==> src/rtl/pwm_peripheral_pkg.sv <==
// Shared constants for the PWM output stage.
package pwm_defs;

    localparam int unsigned PWM_CNT_W       = 8;
    localparam int unsigned NUM_CH          = 16;
    localparam int unsigned CLK_DIV_DEFAULT = 13;
    localparam logic [PWM_CNT_W-1:0] DUTY_FULL = 8'hFF;

    typedef logic [NUM_CH-1:0] ch_vec_t;

endpackage

==> src/rtl/pwm_timebase.sv <==
// Shared PWM timebase: prescaler, period counter, double-buffered duty and
// period-boundary pulse.
module pwm_timebase
    import pwm_defs::*;
#(
    parameter int unsigned CLK_DIV = CLK_DIV_DEFAULT
) (
    input  logic                 clk,
    input  logic                 rst_n,
    input  logic [PWM_CNT_W-1:0] pwm_duty_cycle,
    output logic                 pwm_lvl,
    output logic                 period_start
);

    localparam logic [7:0] DIV_LAST = 8'(CLK_DIV - 1);

    logic [7:0]           div_cnt;
    logic [PWM_CNT_W-1:0] pwm_cnt;
    logic [PWM_CNT_W-1:0] duty_q;
    logic                 tick;
    logic                 period_end;
    logic [7:0]           div_nxt;
    logic [PWM_CNT_W-1:0] cnt_nxt;
    logic [PWM_CNT_W-1:0] duty_nxt;

    // Next-state of the counters and duty shadow. The level is taken from the
    // next-state values so that the registered channel outputs line up with
    // pwm_cnt/duty_q in the same clock (rising edge coincides with period_start).
    always_comb begin
        tick       = (div_cnt == DIV_LAST);
        period_end = tick && (pwm_cnt == '1);
        div_nxt    = tick ? '0 : div_cnt + 8'd1;
        cnt_nxt    = tick ? pwm_cnt + 8'd1 : pwm_cnt;
        duty_nxt   = period_end ? pwm_duty_cycle : duty_q;
        pwm_lvl    = (duty_nxt == DUTY_FULL) | (cnt_nxt < duty_nxt);
    end

    // Timebase registers with synchronous reset.
    always_ff @(posedge clk) begin
        if (!rst_n) begin
            div_cnt      <= '0;
            pwm_cnt      <= '0;
            duty_q       <= '0;
            period_start <= 1'b0;
        end else begin
            div_cnt      <= div_nxt;
            pwm_cnt      <= cnt_nxt;
            duty_q       <= duty_nxt;
            period_start <= period_end;
        end
    end

endmodule

==> src/rtl/pwm_peripheral.sv <==
// 16-channel output stage: each channel is off, static high or shared PWM.
module pwm_peripheral
    import pwm_defs::*;
#(
    parameter int unsigned CLK_DIV = CLK_DIV_DEFAULT
) (
    input  logic        clk,
    input  logic        rst_n,
    input  logic [7:0]  en_reg_out_7_0,
    input  logic [7:0]  en_reg_out_15_8,
    input  logic [7:0]  en_reg_pwm_7_0,
    input  logic [7:0]  en_reg_pwm_15_8,
    input  logic [7:0]  pwm_duty_cycle,
    output logic [15:0] out,
    output logic        period_start
);

    ch_vec_t en_out;
    ch_vec_t en_pwm;
    ch_vec_t out_nxt;
    logic    pwm_lvl;

    pwm_timebase #(
        .CLK_DIV (CLK_DIV)
    ) u_timebase (
        .clk            (clk),
        .rst_n          (rst_n),
        .pwm_duty_cycle (pwm_duty_cycle),
        .pwm_lvl        (pwm_lvl),
        .period_start   (period_start)
    );

    // Per-channel mux: disabled -> 0, static -> 1, PWM mode -> shared level.
    always_comb begin
        en_out  = {en_reg_out_15_8, en_reg_out_7_0};
        en_pwm  = {en_reg_pwm_15_8, en_reg_pwm_7_0};
        out_nxt = en_out & (~en_pwm | {NUM_CH{pwm_lvl}});
    end

    // Registered channel outputs.
    always_ff @(posedge clk) begin
        if (!rst_n) begin
            out <= '0;
        end else begin
            out <= out_nxt;
        end
    end

endmodule

==> config.mk <==
export PLATFORM = sky130hd
export DESIGN_NAME = pwm_peripheral
export DESIGN_NICKNAME = d
export VERILOG_FILES = /design/src/rtl/pwm_peripheral_pkg.sv /design/src/rtl/pwm_timebase.sv /design/src/rtl/pwm_peripheral.sv
export SDC_FILE = /design/constraint.sdc
export NUM_CORES = 1
export LEC_CHECK = 0
export ABC_AREA = 1
export ABC_CLOCK_PERIOD_IN_PS = 3100
export BUFFER_PORTS_ARGS = -buffer_cell sky130_fd_sc_hd__buf_2
export CORE_ASPECT_RATIO = 0.75
export CORE_MARGIN = 2
export CORE_UTILIZATION = 45
export CTS_CLUSTER_SIZE = 10
export DETAILED_ROUTE_END_ITERATION = 12
export PLACE_DENSITY = 0.76
export SLEW_MARGIN = 40
export SYNTH_ARGS = -nofsm -noshare
export SYNTH_HDL_FRONTEND = slang
export SYNTH_SLANG_ARGS = --single-unit
==> constraint.sdc <==
create_clock -name clk -period 3.1 [get_ports clk]
set_input_delay 0.62 -clock clk [delete_from_list [all_inputs] [get_ports clk]]
set_output_delay 0.62 -clock clk [all_outputs]
set_load 0.005 [all_outputs]
Word-level counts from Yosys, hierarchy flattened

Cells that the tools add are included.

Output and inout bits: 17
Bits in registers: 41
Word-level logic and storage cells: 20
Input bits: 42

Magnitude comparators: 1
Add/sub/neg operators: 2
Eq/ne operators: 3
Reduce and logical (&&, ||, !) cells: 2
Muxes and demuxes: 2
Bitwise logic cells: 5

Operator list:

| cell                | count |
|---|---|
| $add 8x1->8 const B | 2 |
| $and 16x16->16      | 1 |
| $eq 8x8->1 const B  | 2 |
| $mux 8              | 2 |
| $not 16->16         | 1 |
| $or 16x16->16       | 1 |
| $eq 8x4->1 const B  | 1 |
| $lt 8x8->1          | 1 |
| $reduce_or 2->1     | 1 |
| $logic_and 1x1->1   | 1 |
| $not 1->1           | 1 |
| $or 1x1->1          | 1 |

Logic depth before layout (Yosys ltp)

Gate-level depths: netlist (run 1).

Depth in word-level cells: 7
Gate-level depth with buffers: 20
Depth with buffers taken out: 18

Modules after synthesis

From an unflattened synthesis (run 1), not the netlist that was laid out.

Cells, all modules: 242
Area total of the unflattened synthesis: 1,943.1 sq um

Modules (own cells, without submodules):

| module         | seq. area each (sq um) | area each (sq um) | instances | cells an instance |
|---|---|---|---|---|
| pwm_timebase   | 500.5                  | 1,403.8           | 1         | 190 |
| pwm_peripheral | 320.3                  | 539.3             | 1         | 52 |

Least setup slack after synthesis (run 1)

No wires, ideal clock.

Path type: register -> register
From: reg u_timebase.div_cnt[0]
To: reg out[10]
Period minus slack after synthesis: 2.504 ns
Library setup time: 0.056 ns
Buffers on the path: 1
Cell stages (with the launch flop): 19
Path slack: 0.596 ns
Data required time: 3.044 ns
Arrival: 2.448 ns
Cell sequence: dfxtp_1 > inv_1 > ha_1 > nand3_2 > nor2_4 > nand4_1 > nor2_1 > nand2_1 > nor2_1 > xor2_1 > ha_1 > nand2_1 > nor2_1 > a211oi_1 > nand2_1 > buf_4 > nand3_2 > nand2_1 > inv_1

Elaborated cells between the ends (all ways): 9
Classes of those cells: 1 x order compare; 2 x eq/ne; 2 x mux; 3 x bitwise; 1 x reduce/logical

RTL lines:

| item                      | line                 | source |
|---|---|---|
| from (decl)               | pwm_timebase.sv:17   | `logic [7:0] div_cnt;` |
| from (signal assigned)    | pwm_timebase.sv:46   | `div_cnt <= div_nxt;` |
| $eq 8x4->1                | pwm_timebase.sv:30   | `tick = (div_cnt == DIV_LAST);` |
| $mux 8                    | pwm_timebase.sv:33   | `cnt_nxt = tick ? pwm_cnt + 8'd1 : pwm_cnt;` |
| net u_timebase.cnt_nxt[7] | pwm_timebase.sv:23   | `logic [PWM_CNT_W-1:0] cnt_nxt;` |
| $lt 8x8->1                | pwm_timebase.sv:35   | `pwm_lvl = (duty_nxt == DUTY_FULL) \| (cnt_nxt < duty_nxt);` |
| $or 1x1->1                | pwm_timebase.sv:35   |  |
| $or 16x16->16             | pwm_peripheral.sv:37 | `out_nxt = en_out & (~en_pwm \| {NUM_CH{pwm_lvl}});` |
| $and 16x16->16            | pwm_peripheral.sv:37 |  |
| to (signal assigned)      | pwm_peripheral.sv:45 | `out <= out_nxt;` |
| to (decl)                 | pwm_peripheral.sv:14 | `output logic [15:0] out,` |

The timed path passes the listed nets, and every way through them passes these cells.
A chain may end at the register's enable or synchronous reset.

Worst setup path in the final report (run 1)

From: reg u_timebase.div_cnt[0]
To: reg out[2]

Same word-level chain as after synthesis.

==> run_results.csv, run 1 <==
group,metric,value,unit
floorplan,die_area,5150,sq um
power,p_per_area,386,nW/um^2
timing,drv_slew,0,
critical_path,arrival,3000,ps
place,dp_cells,398,
clocking,cts_num_sinks,41,
global_routing,grt_max_degree,19,
logic_synthesis,synth.distinct_cells,29,
place,placement.io_buffers,58,
timing,worst-slew-pin-transition,416,ps
clocking,cts_tree,"yes",
global_routing,grt-ovfl-total,0,
global_routing,first_global_vias,1603,
logic_synthesis,yosys_warnings,0,
global_routing,grt_first_pass_wirelength,6.36,mm
logic_synthesis,ys_seq_elements,41,
power,peakVddDrop,0.000322,V
finish,instances_no_fill,406,
critical_path,rr_startpoint,"u_timebase.div_cnt[0]$_SDFF_PP0_",
timing,holdWs,473,ps
timing,setup_ws,332,ps
critical_path,cp-start-kind,"flop",
logic_synthesis,syn_nets,339,
floorplan,die_y,62.6,um
routing,dr_total_vias,1785,
critical_path,path_max_fanout,16,
finish,final_area,2490,sq um
clocking,ctsHoldBuffers,0,
timing,finalSetupViolations,0,
power,power,963,uW
critical_path,r2r_slack,330,ps
global_routing,track_usage,0.160,
worst_hold_path,min_path_type,"flop to flop",
finish,area_delta_synth_final,20.8,%
routing,drt-total-wl,3.97,mm
timing,relSlewSlack,0.721,
clocking,clk_latency,290,ps
clocking,cts_setup_buffers,0,
timing,hold_violations,0,
logic_synthesis,netlist_instances,287,
finish,num-nets-final,401,
clocking,htree_levels,2,
clocking,cts_buffers,5,
floorplan,num_rows,21,
critical_path,critPathCaptureType,"flop",
worst_hold_path,hold_path_end,"u_timebase.div_cnt[0]$_SDFF_PP0_",
clocking,clkTransAtPathRegs,70,ps
job,maxCapViolations,0,
finish,fin_util,0.561,
critical_path,r2r_cells,18,
clocking,cts_buffer_depth,2,
routing,dr.pass1.iters,4,
timing,min_period_over_period,0.893,
floorplan,start_util,0.464,
floorplan,die_width,82.2,um
timing,rsz0062_at_grt,"no",
worst_hold_path,hold_depth,1,
timing,clock_skew,6.70,ps
timing,finalSetupTns,0,ps
routing,drt_iter0_drc,50,
routing,drcViolationCount,0,
place,pre_cts_slack,417,ps
timing,clock.fmax,361,MHz
global_routing,antenna_found_initial,0,
critical_path,required,3340,ps
critical_path,critPathKind,"flop to flop",
logic_synthesis,syn_area,2060,sq um
status,outcome,"finished, final reports clean",
power,total_leakage_power,1.57,nW
finish,layout-drive-gt1-share,0.255,
floorplan,core,4440,sq um
logic_synthesis,ys_seq_area_frac,0.398,
routing,viasPerCell,4.40,
clocking,cts_root_buf,"clkbuf_8",
finish,antennaDiodeCount,0,
critical_path,reg2reg_to,"out[2]$_SDFF_PN0_",
place,post_dp_cell_area,2400,sq um
timing,final.min_clock_period,2770,ps
routing,ant_nets,0,
routing,routedWlPerCell,9.78,um
place,gp_congestion,0.798,
place,dpl.hpwl,3.07,mm
floorplan,io_pins,59,
worst_hold_path,worstHoldStart,"u_timebase.div_cnt[0]$_SDFF_PP0_",
clocking,cts_resized,0,
logic_synthesis,syn_area_per_cell,7.18,sq um
[area by class of cell]
cell class	count	area (sq um)
fill	420	1950
timing repair buffer	61	313
clock buffer	7	86.3
tap	57	71.3
multi-input combinational	169	933
sequential	41	821
inverter	71	267
[cells in the mapped netlist]
cell	number	area, sq um
nand3_1	10	50.1
o21a_1	3	22.5
a211oi_1	1	7.51
clkbuf_1	3	11.3
nor2_4	2	22.5
nor3b_1	2	15.0
nor3_1	3	15.0
or2_2	1	6.26
dfxtp_1	41	821
nand2_4	1	11.3
a21oi_1	2	10.0
nor2_1	31	116
nor3_2	2	20.0
ha_1	10	125
nand2_1	71	267
nor2_2	2	12.5
buf_6	2	22.5
inv_1	70	263
o21ai_0	1	5.00
clkinv_1	1	3.75
nand4_1	2	12.5
o21bai_1	1	7.51
nand2_2	2	12.5
nand3_2	11	110
o21a_2	1	8.76
buf_4	1	7.51
xnor2_1	2	17.5
xor2_1	5	43.8
o21ai_1	3	15.0
[flip-flops by register name, summed over array words and instances, names as in the netlist]
| signal | cells |
|---|---|
| u_timebase.pwm_cnt | 8 |
| u_timebase.div_cnt | 8 |
| u_timebase.duty_q | 8 |
| u_timebase.period_start | 1 |
| out | 16 |
[kinds of logic (layout without fill, tap and decap cells)]
family / Yosys count / in the layout / synth area share
xor+xnor: 7 / 7 / 0.0297
buf+inv: 77 / 139 / 0.149
fa+ha+maj: 10 / 10 / 0.0607
simple gates: 140 / 140 / 0.325
compound gates: 12 / 12 / 0.0370
flops: 41 / 41 / 0.398
[layer usage]
layer	routed length, um	part of all wire	up-vias	GRT usage
li1	-	-	966	-
met1	1910	0.48	778	0.188
met2	1810	0.46	35	0.271
met3	197	0.050	6	0.0491
met4	53	0.013	0	0.0604
met5	0	0	-	0
[critical path, stage by stage (launching register included)]
cell and delay, ps:
dfxtp_1 340, inv_1 60, ha_1 170, nand3_2 100, nor2_4 210, nand4_1 170, nor2_1 150, nand2_1 80
nor2_1 130, xor2_1 250, ha_1 290, nand2_1 80, nor2_1 50, a211oi_1 170, nand2_1 80, buf_4 210
nand3_1 90, nand2_1 60, inv_1 50
[cell usage in the layout, fill, tap and decap left out, drive strengths merged]
master and count:
nand2 74, inv 70, buf 61, dfxtp 41, nor2 35, nand3 21, ha 10, clkbuf 7
xor2 5, nor3 5, o21a 4, o21ai 4, nand4 2, xnor2 2, a21oi 2, nor3b 2
or2 1, clkinv 1, o21bai 1, a211oi 1
[worst max-delay path by stage]
stage | start | endpoint | depth (start not counted)
floorplan | u_timebase.div_cnt[0]$_SDFF_PP0_ | out[10]$_SDFF_PN0_ | 18
CTS | u_timebase.div_cnt[0]$_SDFF_PP0_ | out[3]$_SDFF_PN0_ | 18
global placement | u_timebase.div_cnt[0]$_SDFF_PP0_ | out[0]$_SDFF_PN0_ | 18
finish | u_timebase.div_cnt[0]$_SDFF_PP0_ | out[2]$_SDFF_PN0_ | 18
detailed placement | u_timebase.div_cnt[0]$_SDFF_PP0_ | out[3]$_SDFF_PN0_ | 18
global route | u_timebase.div_cnt[0]$_SDFF_PP0_ | out[2]$_SDFF_PN0_ | 18
[power by group]
group / switching, mW / internal (mW) / leakage [nW]
clock network: 0.166 / 0.177 / 0.0443
logic: 0.0372 / 0.0396 / 1.19
registers: 0.00513 / 0.538 / 0.333
No activity file was read; power rests on OpenSTA's default activity.
==> run 2, diff against run 1 <==
--- a/config.mk
+++ b/config.mk
@@ -8,7 +8,6 @@
 export ABC_AREA = 1
 export ABC_CLOCK_PERIOD_IN_PS = 3100
 export BUFFER_PORTS_ARGS = -buffer_cell sky130_fd_sc_hd__buf_2
-export CORE_ASPECT_RATIO = 0.75
 export CORE_MARGIN = 2
 export CORE_UTILIZATION = 45
 export CTS_CLUSTER_SIZE = 10
==> run_results.csv, run 2 (synthesis results as in run 1) <==
group,metric,value,unit
routing,routedWlPerCell,9.37,um
timing,holdWs,467,ps
clocking,cts_num_sinks,41,
floorplan,die_y,71.7,um
timing,min_period_over_period,0.875,
timing,finalSetupTns,0,ps
critical_path,critPathCaptureType,"flop",
timing,worst-slew-pin-transition,424,ps
timing,final.min_clock_period,2710,ps
clocking,clk_latency,280,ps
critical_path,critPathKind,"flop to flop",
floorplan,die_area,5140,sq um
floorplan,core,4380,sq um
status,outcome,"finished, final reports clean",
global_routing,grt_max_degree,19,
power,peakVddDrop,0.000305,V
critical_path,required,3330,ps
global_routing,grt_first_pass_wirelength,6.70,mm
timing,drv_slew,0,
clocking,cts_buffer_depth,2,
clocking,cts_root_buf,"clkbuf_8",
power,power,964,uW
power,total_leakage_power,1.57,nW
global_routing,antenna_found_initial,0,
finish,largest_register,"out",
finish,antennaDiodeCount,0,
timing,rsz0062_at_grt,"no",
finish,mostFrequentLayoutCell,"nand2_1",
global_routing,grt-ovfl-total,0,
timing,clock.fmax,369,MHz
routing,viasPerCell,4.40,
routing,dr.pass1.iters,4,
place,dp_cells,393,
global_routing,track_usage,0.165,
routing,drcViolationCount,0,
timing,hold_violations,0,
critical_path,path_max_fanout,16,
clocking,cts_tree,"yes",
timing,relSlewSlack,0.716,
critical_path,arrival,2950,ps
power,p_per_area,389,nW/um^2
finish,largest_register_ffs,16,
critical_path,cp-start-kind,"flop",
timing,finalSetupViolations,0,
clocking,clkTransAtPathRegs,70,ps
clocking,htree_levels,2,
routing,drt-total-wl,3.75,mm
global_routing,first_global_vias,1628,
floorplan,start_util,0.470,
finish,final_cell_mix,"nand2_1 (71), inv_1 (70), buf_2 (58)",
place,post_dp_cell_area,2390,sq um
clocking,ctsHoldBuffers,0,
finish,num-nets-final,400,
place,gp_congestion,0.759,
place,dpl.hpwl,2.87,mm
finish,layout-drive-gt1-share,0.253,
clocking,cts_resized,0,
clocking,cts_buffers,5,
finish,instances_no_fill,400,
clocking,cts_setup_buffers,0,
routing,drt_iter0_drc,59,
finish,final_area,2480,sq um
place,placement.io_buffers,58,
floorplan,die_width,71.7,um
worst_hold_path,min_path_type,"flop to flop",
timing,clock_skew,5.79,ps
routing,ant_nets,0,
finish,area_delta_synth_final,20.1,%
routing,dr_total_vias,1758,
floorplan,num_rows,24,
job,maxCapViolations,0,
floorplan,io_pins,59,
==> run 2: cell count changes in the layout (fill, tap and decap cells not counted), sizes merged <==
| cell | change |
|---|---|
| buf | -1 |
==> run 2: where the power goes <==
group	internal (mW)	switching, mW	total (mW)
Sequential	0.538	0.00498	0.543
Clock	0.177	0.169	0.345
Combinational	0.0396	0.0364	0.0759
Total	0.754	0.210	0.964
==> run 2: worst paths after layout <==
kind / startpoint / end / slack (ps) / cells after the start
setup / recovery: u_timebase.div_cnt[0]$_SDFF_PP0_ / out[1]$_SDFF_PN0_ / 390 / 18
hold / removal: u_timebase.div_cnt[0]$_SDFF_PP0_ / u_timebase.div_cnt[0]$_SDFF_PP0_ / 470 / 1
setup reg to reg: u_timebase.div_cnt[0]$_SDFF_PP0_ / out[1]$_SDFF_PN0_ / 390 / 18
hold reg to reg: u_timebase.div_cnt[0]$_SDFF_PP0_ / u_timebase.div_cnt[0]$_SDFF_PP0_ / 470 / 1
==> run 2: routing by layer <==
metal	vias to the layer above	global-route usage	share of wire
met5	-	0	0
met4	0	0.0650	0.010
met3	5	0.0492	0.071
met2	57	0.278	0.46
met1	736	0.196	0.46
li1	960	-	-
==> run 2: area by class of cell <==
cell class | count | area (sq um)
clock buffers | 7 | 86.3
fillers | 399 | 1910
multi-input cells | 169 | 933
repair buffers | 60 | 305
well taps | 52 | 65.1
inverters | 71 | 267
flip-flops and latches | 41 | 821
==> run 2: per-stage QoR <==
step                 util  setup WS [ps]
global route        0.565           42.8
CTS                 0.565            365
detailed placement  0.545            390
finish              0.565            388
global placement    0.545            525
floorplan               -            596
==> run 2: critical path: stages, from the launching register on <==
cell      delay (ps)
dfxtp_1          340
inv_1             70
ha_1             170
nand3_2          100
nor2_4           220
nand4_1          150
nor2_1           140
nand2_1           80
nor2_1           120
xor2_1           210
ha_1             280
nand2_1           90
nor2_1            50
a211oi_1         170
nand2_1           80
buf_4            210
nand3_1           90
nand2_1           60
inv_1             50
==> run 3, diff against run 2 <==
--- a/config.mk
+++ b/config.mk
@@ -8,11 +8,13 @@
 export ABC_AREA = 1
 export ABC_CLOCK_PERIOD_IN_PS = 3100
 export BUFFER_PORTS_ARGS = -buffer_cell sky130_fd_sc_hd__buf_2
+export CELL_PAD_IN_SITES_DETAIL_PLACEMENT = 1
+export CELL_PAD_IN_SITES_GLOBAL_PLACEMENT = 1
 export CORE_MARGIN = 2
-export CORE_UTILIZATION = 45
+export CORE_UTILIZATION = 36
 export CTS_CLUSTER_SIZE = 10
 export DETAILED_ROUTE_END_ITERATION = 12
-export PLACE_DENSITY = 0.76
+export PLACE_DENSITY = 0.84
 export SLEW_MARGIN = 40
 export SYNTH_ARGS = -nofsm -noshare
 export SYNTH_HDL_FRONTEND = slang
==> run_results.csv, run 3 (synthesis results as in run 1) <==
group,metric,value,unit
floorplan,die_y,79.7,um
clocking,cts_num_sinks,41,
power,clock_power_share,0.417,
worst_hold_path,worstHoldStart,"u_timebase.div_cnt[0]$_SDFF_PP0_",
timing,hold_violations,0,
global_routing,grt_busiest_layer,"met2",
timing,min_period_over_period,0.904,
power,switchingPower,225,uW
power,combPwrFrac,0.073,
timing,final.min_clock_period,2800,ps
global_routing,grt_first_pass_wirelength,7.69,mm
critical_path,critPathKind,"flop to flop",
critical_path,arrival,3050,ps
routing,drcViolationCount,0,
timing,clock_skew,3.25,ps
power,p_int,840,uW
timing,finalSetupViolations,0,
place,gp_congestion,0.753,
finish,multiInputGateArea,933,sq um
worst_hold_path,hold_path_end,"u_timebase.div_cnt[0]$_SDFF_PP0_",
routing,dr_total_vias,1822,
critical_path,cp_cell_sequence,"inv_1 > ha_1 > nand3_2 > nor2_4 > nand4_1 > nor2_1 > nand2_1 > nor2_1 > xor2_1 > ha_1 > nand2_1 > nor2_1 > a211oi_1 > nand2_1 > buf_4 > nand3_1 > nand2_1 > inv_1",
place,dpl.hpwl,3.62,mm
floorplan,start_util,0.374,
timing,clock.fmax,357,MHz
critical_path,cp-start-kind,"flop",
routing,ant_nets,0,
global_routing,use_met2,0.266,
finish,largest_register_ffs,16,
finish,layout-drive-gt1-share,0.255,
routing,routedWlPerCell,10.8,um
finish,antennaDiodeCount,0,
finish,num-nets-final,400,
critical_path,path_max_fanout,16,
clocking,cts_root_buf,"clkbuf_8",
critical_path,slowest_delay,340,ps
worst_hold_path,min_path_type,"flop to flop",
floorplan,io_pins,59,
power,swShare,0.212,
critical_path,critPathCaptureType,"flop",
power,total_leakage_power,1.58,nW
routing,viasPerCell,4.33,
global_routing,antenna_found_initial,0,
routing,drt-total-wl,4.54,mm
floorplan,core,5510,sq um
clocking,htree_levels,2,
critical_path,crit_top_cell,"nand2_1",
place,placement.io_buffers,58,
worst_hold_path,hold_depth,1,
timing,finalSetupTns,0,ps
global_routing,track_usage,0.157,
critical_path,rr_startpoint,"u_timebase.div_cnt[0]$_SDFF_PP0_",
clocking,clk_latency,290,ps
finish,mostFrequentLayoutCell,"nand2_1",
critical_path,cp_slowest_cell,"dfxtp_1",
clocking,cts_buffer_depth,2,
status,outcome,"finished, final reports clean",
critical_path,r2r_cells,18,
clocking,cts_buffers,5,
timing,rsz0062_at_grt,"no",
floorplan,die_area,6350,sq um
floorplan,die_width,79.7,um
critical_path,reg2reg_to,"out[4]$_SDFF_PN0_",
clocking,cts_tree,"yes",
clocking,cts_setup_buffers,0,
place,post_dp_cell_area,2420,sq um
job,maxCapViolations,0,
floorplan,num_rows,27,
finish,seq_area,821,sq um
clocking,clkTransAtPathRegs,80,ps
power,power,1.07,mW
timing,drv_slew,0,
global_routing,grtUsageMet1,0.180,
critical_path,required,3350,ps
routing,dr.pass1.iters,3,
global_routing,grt_max_degree,19,
global_routing,use_met3,0.0566,
finish,largest_register,"out",
power,seq_power_share,0.510,
clocking,cts_resized,0,
critical_path,r2r_slack,300,ps
global_routing,grt-ovfl-total,0,
finish,fill_cells,747,
clocking,ctsHoldBuffers,0,
timing,relSlewSlack,0.714,
finish,final_cell_mix,"nand2_1 (71), inv_1 (70), buf_2 (58)",
power,p_per_area,421,nW/um^2
global_routing,first_global_vias,1825,
timing,holdWs,462,ps
finish,final_area,2530,sq um
finish,area_delta_synth_final,22.8,%
routing,drt_iter0_drc,39,
timing,worst-slew-pin-transition,428,ps
power,peakVddDrop,0.000230,V
[run 3: changes by cell type in the layout (fill, tap and decap cells not counted), sizes merged]
cell    before  now
bufinv       0    1
[run 3: through the flow]
| step | cells | setup slack, ps | util |
|---|---|---|---|
| final | 421 | 299 | 0.460 |
| after global routing | 421 | 48.2 | 0.460 |
| after CTS | 421 | 278 | 0.460 |
| after detailed placement | 413 | 345 | 0.439 |
| after global placement | 413 | 510 | 0.439 |
| after floorplan | 287 | 596 | - |
[run 3: metal layers]
layer  vias to the layer above  routed length (um)  share of wire
li1                        961                   -              -
met1                       797                2010           0.44
met2                        53                2090           0.46
met3                        11                 337          0.074
met4                         0                 101          0.022
met5                         -                   0              0
[run 3: worst max path at each step]
stage                                           from                 end  slack [ps]  depth (start not counted)
CTS                 u_timebase.div_cnt[0]$_SDFF_PP0_   out[6]$_SDFF_PN0_         280                         18
global route        u_timebase.div_cnt[0]$_SDFF_PP0_   out[4]$_SDFF_PN0_          50                         18
detailed placement  u_timebase.div_cnt[0]$_SDFF_PP0_   out[4]$_SDFF_PN0_         340                         18
global placement    u_timebase.div_cnt[0]$_SDFF_PP0_   out[3]$_SDFF_PN0_         510                         18
floorplan           u_timebase.div_cnt[0]$_SDFF_PP0_  out[10]$_SDFF_PN0_         600                         18
finish              u_timebase.div_cnt[0]$_SDFF_PP0_   out[4]$_SDFF_PN0_         300                         18
[run 3: power groups by stage]
| stage | Sequential, mW | Clock (mW) | Combinational, mW |
|---|---|---|---|
| 6_report | 0.544 | 0.445 | 0.0774 |
| 2_1_floorplan | 0.556 | 0 | 0.0352 |
| 4_1_cts | 0.544 | 0.458 | 0.0794 |
| 3_3_place_gp | 0.555 | 0 | 0.0757 |
| 3_5_place_dp | 0.556 | 0 | 0.0789 |
| 5_1_grt | 0.545 | 0.481 | 0.0902 |
[run 3: cell type report]
type / count / area share
clock buffer: 7 / 0.0341
multi-input combinational: 169 / 0.369
inverter: 71 / 0.105
clock inverter: 1 / 0.0119
tap: 72 / 0.0356
timing repair buffer: 60 / 0.121
sequential: 41 / 0.324
[run 3: worst max-delay path: cells and delay by family, from the launching register on]
family | cells | cell delay, ps
compound gates | 1 | 180
xor+xnor | 1 | 210
fa+ha+maj | 2 | 460
buf+inv | 3 | 320
flops | 1 | 340
simple gates | 11 | 1260
